===== config.mk =====
export PLATFORM = sky130hd
export DESIGN_NAME = accel_driver_flat
export DESIGN_NICKNAME = d
export VERILOG_FILES = /design/src/rtl/accel_driver_if.sv /design/src/rtl/accel_driver.sv /design/src/flat_wrapper.sv
export SDC_FILE = /design/constraint.sdc
export NUM_CORES = 1
export LEC_CHECK = 0
export CAP_MARGIN = 30
export CORE_ASPECT_RATIO = 1.5
export CORE_MARGIN = 3
export CORE_UTILIZATION = 47
export DETAILED_ROUTE_END_ITERATION = 8
export HOLD_SLACK_MARGIN = 0.08
export PLACE_DENSITY = 0.81
export SLEW_MARGIN = 40
export SYNTH_ARGS = -nofsm -noshare
export SYNTH_HDL_FRONTEND = slang
export SYNTH_SLANG_ARGS = --single-unit

===== constraint.sdc =====
create_clock -name clk_i -period 4.5 [get_ports clk_i]
set_input_delay 0.9 -clock clk_i [delete_from_list [all_inputs] [get_ports clk_i]]
set_output_delay 0.9 -clock clk_i [all_outputs]
set_load 0.005 [all_outputs]

===== src/rtl/accel_driver_if.sv =====
// accel_driver_if: push, engine and result handshake bundle for accel_driver.
// master = the driver itself; slave = the host/engine side that talks to it.
interface accel_driver_if;
  logic        push_valid_i;
  logic [7:0]  push_a_i;
  logic [7:0]  push_b_i;
  logic        push_ready_o;
  logic        eng_start_o;
  logic [7:0]  eng_a_o;
  logic [7:0]  eng_b_o;
  logic        eng_busy_i;
  logic [15:0] eng_y_i;
  logic        res_valid_o;
  logic [15:0] res_y_o;
  logic        res_ready_i;

  modport master (
    input  push_valid_i, push_a_i, push_b_i, eng_busy_i, eng_y_i, res_ready_i,
    output push_ready_o, eng_start_o, eng_a_o, eng_b_o, res_valid_o, res_y_o
  );

  modport slave (
    output push_valid_i, push_a_i, push_b_i, eng_busy_i, eng_y_i, res_ready_i,
    input  push_ready_o, eng_start_o, eng_a_o, eng_b_o, res_valid_o, res_y_o
  );
endinterface


===== src/rtl/accel_driver.sv =====
// accel_driver: host-side initiator for a start/busy arithmetic engine.
// Operand pairs are queued in a small FIFO, issued one at a time, and each
// engine result is returned on a valid/ready result port.
// Optional: define ACCEL_DRIVER_CHECK_EN to compare every engine result with
// a built-in golden model; a disagreement sets the sticky chk_err_o.
module accel_driver #(
  parameter int FIFO_DEPTH = 4,
  parameter int TIMEOUT    = 255
) (
  input  logic                        clk_i,
  input  logic                        rst_i,
  accel_driver_if.master              bus,
  output logic                        to_err_o,
  output logic                        chk_err_o,
  output logic [$clog2(FIFO_DEPTH):0] fifo_level_o
);
  localparam int PTR_W = $clog2(FIFO_DEPTH);
  localparam int LVL_W = PTR_W + 1;
  localparam int CNT_W = $clog2(TIMEOUT + 1);

  typedef enum logic [2:0] {IDLE, ISSUE, ACK, RUN, STORE} state_t;

  state_t           state_q, state_d;
  logic [PTR_W-1:0] wr_ptr_q, wr_ptr_d;
  logic [PTR_W-1:0] rd_ptr_q, rd_ptr_d;
  logic [LVL_W-1:0] level_q, level_d;
  logic [CNT_W-1:0] cnt_q, cnt_d;
  logic [7:0]       eng_a_q, eng_a_d;
  logic [7:0]       eng_b_q, eng_b_d;
  logic             start_q, start_d;
  logic             res_valid_q, res_valid_d;
  logic [15:0]      res_y_q, res_y_d;
  logic [15:0]      hold_q, hold_d;
  logic             to_err_q, to_err_d;
  logic [15:0]      mem_q [FIFO_DEPTH];
  logic             push_ready;
  logic             push_fire;
  logic             pop;

  // Ready comes from the registered level, so a push into a full FIFO is
  // refused even when the same cycle pops.
  assign push_ready = (level_q != LVL_W'(FIFO_DEPTH));
  assign push_fire  = bus.push_valid_i && push_ready;

  // Next-state, FIFO bookkeeping and result-port logic
  always_comb begin
    state_d     = state_q;
    wr_ptr_d    = wr_ptr_q;
    rd_ptr_d    = rd_ptr_q;
    cnt_d       = cnt_q;
    eng_a_d     = eng_a_q;
    eng_b_d     = eng_b_q;
    res_valid_d = res_valid_q;
    res_y_d     = res_y_q;
    hold_d      = hold_q;
    to_err_d    = to_err_q;
    pop         = 1'b0;

    if (res_valid_q && bus.res_ready_i) res_valid_d = 1'b0;

    case (state_q)
      IDLE: begin
        // Never start into a busy engine (also covers engine held in reset).
        if (level_q != '0 && !bus.eng_busy_i) begin
          pop     = 1'b1;
          eng_a_d = mem_q[rd_ptr_q][15:8];
          eng_b_d = mem_q[rd_ptr_q][7:0];
          state_d = ISSUE;
        end
      end
      ISSUE: begin
        cnt_d   = '0;
        state_d = ACK;
      end
      ACK: begin
        if (bus.eng_busy_i) begin
          state_d = RUN;
        end else if (cnt_q == CNT_W'(TIMEOUT)) begin
          to_err_d = 1'b1;
          state_d  = IDLE;
        end else begin
          cnt_d = cnt_q + CNT_W'(1);
        end
      end
      RUN: begin
        if (!bus.eng_busy_i) begin
          hold_d  = bus.eng_y_i;
          state_d = STORE;
        end
      end
      STORE: begin
        if (!res_valid_q || bus.res_ready_i) begin
          res_y_d     = hold_q;
          res_valid_d = 1'b1;
          state_d     = IDLE;
        end
      end
      default: state_d = IDLE;
    endcase

    if (push_fire) wr_ptr_d = wr_ptr_q + PTR_W'(1);
    if (pop)       rd_ptr_d = rd_ptr_q + PTR_W'(1);
    level_d = level_q + LVL_W'(push_fire) - LVL_W'(pop);
    start_d = (state_d == ISSUE);
  end

  // Control and output registers; reset discards every queued or in-flight command
  always_ff @(posedge clk_i or posedge rst_i) begin
    if (rst_i) begin
      state_q     <= IDLE;
      wr_ptr_q    <= '0;
      rd_ptr_q    <= '0;
      level_q     <= '0;
      cnt_q       <= '0;
      eng_a_q     <= '0;
      eng_b_q     <= '0;
      start_q     <= 1'b0;
      res_valid_q <= 1'b0;
      res_y_q     <= '0;
      to_err_q    <= 1'b0;
    end else begin
      state_q     <= state_d;
      wr_ptr_q    <= wr_ptr_d;
      rd_ptr_q    <= rd_ptr_d;
      level_q     <= level_d;
      cnt_q       <= cnt_d;
      eng_a_q     <= eng_a_d;
      eng_b_q     <= eng_b_d;
      start_q     <= start_d;
      res_valid_q <= res_valid_d;
      res_y_q     <= res_y_d;
      to_err_q    <= to_err_d;
    end
  end

  // FIFO storage and result hold register carry data only, so no reset
  always_ff @(posedge clk_i) begin
    if (push_fire) mem_q[wr_ptr_q] <= {bus.push_a_i, bus.push_b_i};
    hold_q <= hold_d;
  end

`ifdef ACCEL_DRIVER_CHECK_EN
  // Golden model: {8'b0, (2*(b^3 mod 256)) mod 256} + 3*a
  function automatic logic [15:0] golden(input logic [7:0] a, input logic [7:0] b);
    logic [7:0] cube;
    logic [7:0] dbl;
    cube   = 8'(b * b * b);
    dbl    = 8'({cube, 1'b0});
    golden = {8'b0, dbl} + 16'(a) * 16'd3;
  endfunction

  logic chk_err_q, chk_err_d;

  // Flag (sticky) any completed result that disagrees with the golden model
  always_comb begin
    chk_err_d = chk_err_q;
    if (state_q == RUN && !bus.eng_busy_i && bus.eng_y_i != golden(eng_a_q, eng_b_q))
      chk_err_d = 1'b1;
  end

  // Sticky check flag, cleared only by reset
  always_ff @(posedge clk_i or posedge rst_i) begin
    if (rst_i) chk_err_q <= 1'b0;
    else       chk_err_q <= chk_err_d;
  end

  assign chk_err_o = chk_err_q;
`else
  assign chk_err_o = 1'b0;
`endif

  assign bus.push_ready_o = push_ready;
  assign bus.eng_start_o  = start_q;
  assign bus.eng_a_o      = eng_a_q;
  assign bus.eng_b_o      = eng_b_q;
  assign bus.res_valid_o  = res_valid_q;
  assign bus.res_y_o      = res_y_q;
  assign to_err_o         = to_err_q;
  assign fifo_level_o     = level_q;
endmodule

===== src/flat_wrapper.sv =====
// flat-port wrapper written by rule: the top's interface ports become plain ports
module accel_driver_flat 
#(
  parameter int FIFO_DEPTH = 4,
  parameter int TIMEOUT    = 255
)
  (clk_i, rst_i, to_err_o, chk_err_o, fifo_level_o, bus_push_valid_i, bus_push_a_i, bus_push_b_i, bus_eng_busy_i, bus_eng_y_i, bus_res_ready_i, bus_push_ready_o, bus_eng_start_o, bus_eng_a_o, bus_eng_b_o, bus_res_valid_o, bus_res_y_o);
  accel_driver_if bus_i ();
  input  logic clk_i;
  input  logic rst_i;
  output logic to_err_o;
  output logic chk_err_o;
  output logic [$clog2(FIFO_DEPTH):0] fifo_level_o;
  input wire logic [$bits(bus_i.push_valid_i)-1:0] bus_push_valid_i;
  input wire logic [$bits(bus_i.push_a_i)-1:0] bus_push_a_i;
  input wire logic [$bits(bus_i.push_b_i)-1:0] bus_push_b_i;
  input wire logic [$bits(bus_i.eng_busy_i)-1:0] bus_eng_busy_i;
  input wire logic [$bits(bus_i.eng_y_i)-1:0] bus_eng_y_i;
  input wire logic [$bits(bus_i.res_ready_i)-1:0] bus_res_ready_i;
  output wire logic [$bits(bus_i.push_ready_o)-1:0] bus_push_ready_o;
  output wire logic [$bits(bus_i.eng_start_o)-1:0] bus_eng_start_o;
  output wire logic [$bits(bus_i.eng_a_o)-1:0] bus_eng_a_o;
  output wire logic [$bits(bus_i.eng_b_o)-1:0] bus_eng_b_o;
  output wire logic [$bits(bus_i.res_valid_o)-1:0] bus_res_valid_o;
  output wire logic [$bits(bus_i.res_y_o)-1:0] bus_res_y_o;
  assign bus_i.push_valid_i = bus_push_valid_i;
  assign bus_i.push_a_i = bus_push_a_i;
  assign bus_i.push_b_i = bus_push_b_i;
  assign bus_i.eng_busy_i = bus_eng_busy_i;
  assign bus_i.eng_y_i = bus_eng_y_i;
  assign bus_i.res_ready_i = bus_res_ready_i;
  assign bus_push_ready_o = bus_i.push_ready_o;
  assign bus_eng_start_o = bus_i.eng_start_o;
  assign bus_eng_a_o = bus_i.eng_a_o;
  assign bus_eng_b_o = bus_i.eng_b_o;
  assign bus_res_valid_o = bus_i.res_valid_o;
  assign bus_res_y_o = bus_i.res_y_o;
  accel_driver #(.FIFO_DEPTH(FIFO_DEPTH), .TIMEOUT(TIMEOUT)) u_core (.clk_i(clk_i), .rst_i(rst_i), .bus(bus_i), .to_err_o(to_err_o), .chk_err_o(chk_err_o), .fifo_level_o(fifo_level_o));
endmodule

==> results.py <==
metrics = {
    "outcome": {
        "status": "completed",
    },
    "sta": {
        "fin_skew_ns": 0.00581,
        "final.setup.tns_ns": 0,
        "timing.slew.headroom": 0.497,
        "maxSlewViolCount": 0,
        "tightest_slew_ns": 0.755,
        "setup_ws_ns": 1.90,
        "min_period_over_period": 0.578,
        "fmax_mhz": 384,
        "setup_viol": 0,
        "rsz0062_at_grt": "false",
        "period_minus_slack_ns": 2.60,
        "hold_viol": 0,
    },
    "finish": {
        "mostFrequentLayoutCells": "edfxtp_1 (80), clkdlybuf4s50_1 (75), dfrtp_1 (51)",
        "drive_gt1_frac": 0.230,
        "area_delta_synth_final_pct": 27.4,
        "diodes": 0,
        "fillers": 804,
        "final_core_util": 0.620,
        "final_common_cell": "edfxtp_1",
        "fin_nets": 406,
    },
    "worst_hold_path": {
        "hp-class": "register to register",
    },
    "floorplan": {
        "dieArea_mm2": 0.0124,
        "die_h_um": 135,
        "ios": 77,
        "die_w_um": 92.0,
        "start_util": 0.487,
        "core_area_mm2": 0.0107,
        "rows": 46,
    },
    "synthesis": {
        "synth_ff_type": "edfxtp_1",
        "synth_top_area_cell": "edfxtp_1",
        "avgSynthCellArea_um2": 18.8,
        "synth_area_mm2": 0.00521,
        "yosysSeqAreaShare": 0.715,
        "synth_seq_cells": 133,
        "yosysWarnings": 0,
        "netlist-cell-type-count": 45,
        "syn_nets": 322,
        "synth_top_area_frac": 0.461,
        "syn_inst": 277,
        "synthArstFlopShare": 0.398,
        "synth.area.top_cells": "edfxtp_1 (46%), dfrtp_1 (25%), mux2_2 (5.4%)",
        "synth-edff-count": 80,
    },
    "global_routing": {
        "grt_pass1_wl_mm": 14.8,
        "globalRouteOverflowTotal": 0,
        "grt_start_max_net_pins": 30,
        "grt_util_all_layers": 0.160,
        "antenna_found_initial": 0,
        "grt_pass1_vias": 2915,
    },
    "cts": {
        "cts_buffers": 17,
        "clock_latency_ns": 0.40,
        "cts_hold_buffers": 0,
        "h-tree-depth": 4,
        "clockBufferDepth": 2,
        "path_clk_slew_ns": 0.06,
        "cts_setup_buffers": 0,
        "cts_root_buffer": "clkbuf_16",
        "numClockSinks": 133,
        "cts_resized": 0,
        "cts_tree": "yes",
    },
    "route": {
        "first_pass_iters": 4,
        "drt_iter0_markers": 60,
        "drc": 0,
        "viasPerCell": 5.28,
        "drtAntennaViolNets": 0,
        "vias": 2737,
        "totalWireLength_mm": 9.35,
        "routedWlPerCell_um": 18.1,
    },
    "pwr": {
        "p_int_mw": 3.19,
        "net-switching-power_mw": 1.16,
        "powerDensity_mw_per_mm2": 654,
        "p_comb_frac": 0.260,
        "ir_drop_mv": 0.438,
        "switching_share": 0.267,
        "p_leak_nw": 2.58,
        "pwr-share-seq": 0.444,
        "p_clk_frac": 0.297,
    },
    "worst_setup_path": {
        "end_kind": "primary output",
        "arrival_ns": 1.70,
        "cp.required_ns": 3.60,
        "worstPathMaxFanout": 6,
        "start_kind": "register",
        "critical_path_class": "register to primary output",
    },
    "flow_run": {
        "maxCapViolCount": 0,
    },
    "place": {
        "io_buffers": 75,
        "dp_hpwl_mm": 6.20,
        "dp_slack_ns": 1.50,
        "place.gp.congestion": 0.776,
    },
}
state kept, by name, summed over array words and instances (netlist names):
register / cells
u_core.rd_ptr_q: 2
u_core.mem_q: 64
u_core.hold_q: 16
u_core.bus.eng_start_o: 1
u_core.bus.res_valid_o: 1
u_core.cnt_q: 8
u_core.state_q: 3
u_core.wr_ptr_q: 2
u_core.bus.eng_b_o: 8
u_core.fifo_level_o: 3
u_core.bus.res_y_o: 16
u_core.to_err_o: 1
u_core.bus.eng_a_o: 8
metrics by stage:
step | instance area, µm² | hold WS (ns) | std cells | power (mW)
floorplan | 5210 | 0.438 | 277 | 2.56
global placement | 6060 | 0.457 | 486 | 3.03
detailed placement | 6070 | 0.458 | 486 | 3.10
CTS | 6640 | 0.478 | 518 | 4.41
global route | 6640 | 0.493 | 518 | 4.59
finish | 6640 | 0.473 | 518 | 4.35
worst paths after layout:
path                                              from                     end  slack (ns)  cells after the start
worst max-delay path            u_core.fifo_level_o[1]        bus_push_ready_o        1.90                      3
worst min-delay path                  u_core.hold_q[3]   u_core.bus.res_y_o[3]        0.47                      1
worst max register to register  u_core.fifo_level_o[1]  u_core.fifo_level_o[2]        2.41                      7
worst min register to register        u_core.hold_q[3]   u_core.bus.res_y_o[3]        0.47                      1
max in group asynchronous                        rst_i      u_core.rd_ptr_q[1]        2.81                      3
min in group asynchronous                        rst_i   u_core.bus.res_y_o[5]        0.89                      2
kinds of logic (layout without fill, tap and decap cells):
kind of cell,after synthesis,after routing,synth area share
DFF,133,133,0.715
muxes,54,54,0.162
and+or+nand+nor,40,40,0.0463
buffers and inverters,22,119,0.0250
AOI/OAI and AO/OA,14,14,0.0219
adders and majority gates,8,8,0.0206
xor gates and xnor gates,5,5,0.00840
other,1,1,0.000720
power by group through the flow:
stage,sequential [mW],combinational (mW),clock (mW)
global route,1.98,1.22,1.39
CTS,1.94,1.16,1.32
global placement,1.94,1.10,0
finish,1.93,1.13,1.29
floorplan,1.83,0.735,0
detailed placement,1.95,1.15,0
cell usage after synthesis (2+ instances only):
cell type / number
and3_1: 8
nand4_1: 3
nand2_1: 9
mux4_1: 8
a41o_1: 2
clkbuf_1: 2
buf_6: 2
inv_1: 10
ha_1: 7
dfrtp_1: 53
o21ai_0: 2
nand3_1: 9
mux2i_1: 5
o311a_1: 2
mux4_2: 8
buf_4: 3
mux2_2: 25
xnor2_1: 4
edfxtp_1: 80
buf_2: 3
mux2_4: 8
worst max-delay path, stage by stage, from the launching register on:
cell             delay [ns]
dfrtp_1                0.42
inv_1                  0.15
nand3_1                0.21
clkdlybuf4s50_1        0.53
area by class of cell:
type / instances / area (µm²) / area share
timing repair buffer: 77 / 766 / 0.115
inverter: 10 / 37.5 / 0.00565
sequential: 133 / 3730 / 0.562
tap: 144 / 180 / 0.0271
clock buffer: 20 / 468 / 0.0705
clock inverter: 12 / 101 / 0.0153
multi-input combinational: 122 / 1360 / 0.204
layer usage:
layer | track usage | share of wire | routed length [µm]
met1 | 0.170 | 0.38 | 3530
met2 | 0.295 | 0.56 | 5220
met3 | 0.0552 | 0.053 | 499
met4 | 0.0521 | 0.012 | 108
met5 | 0 | 0 | 0
Power figures use the tool's default switching activity.
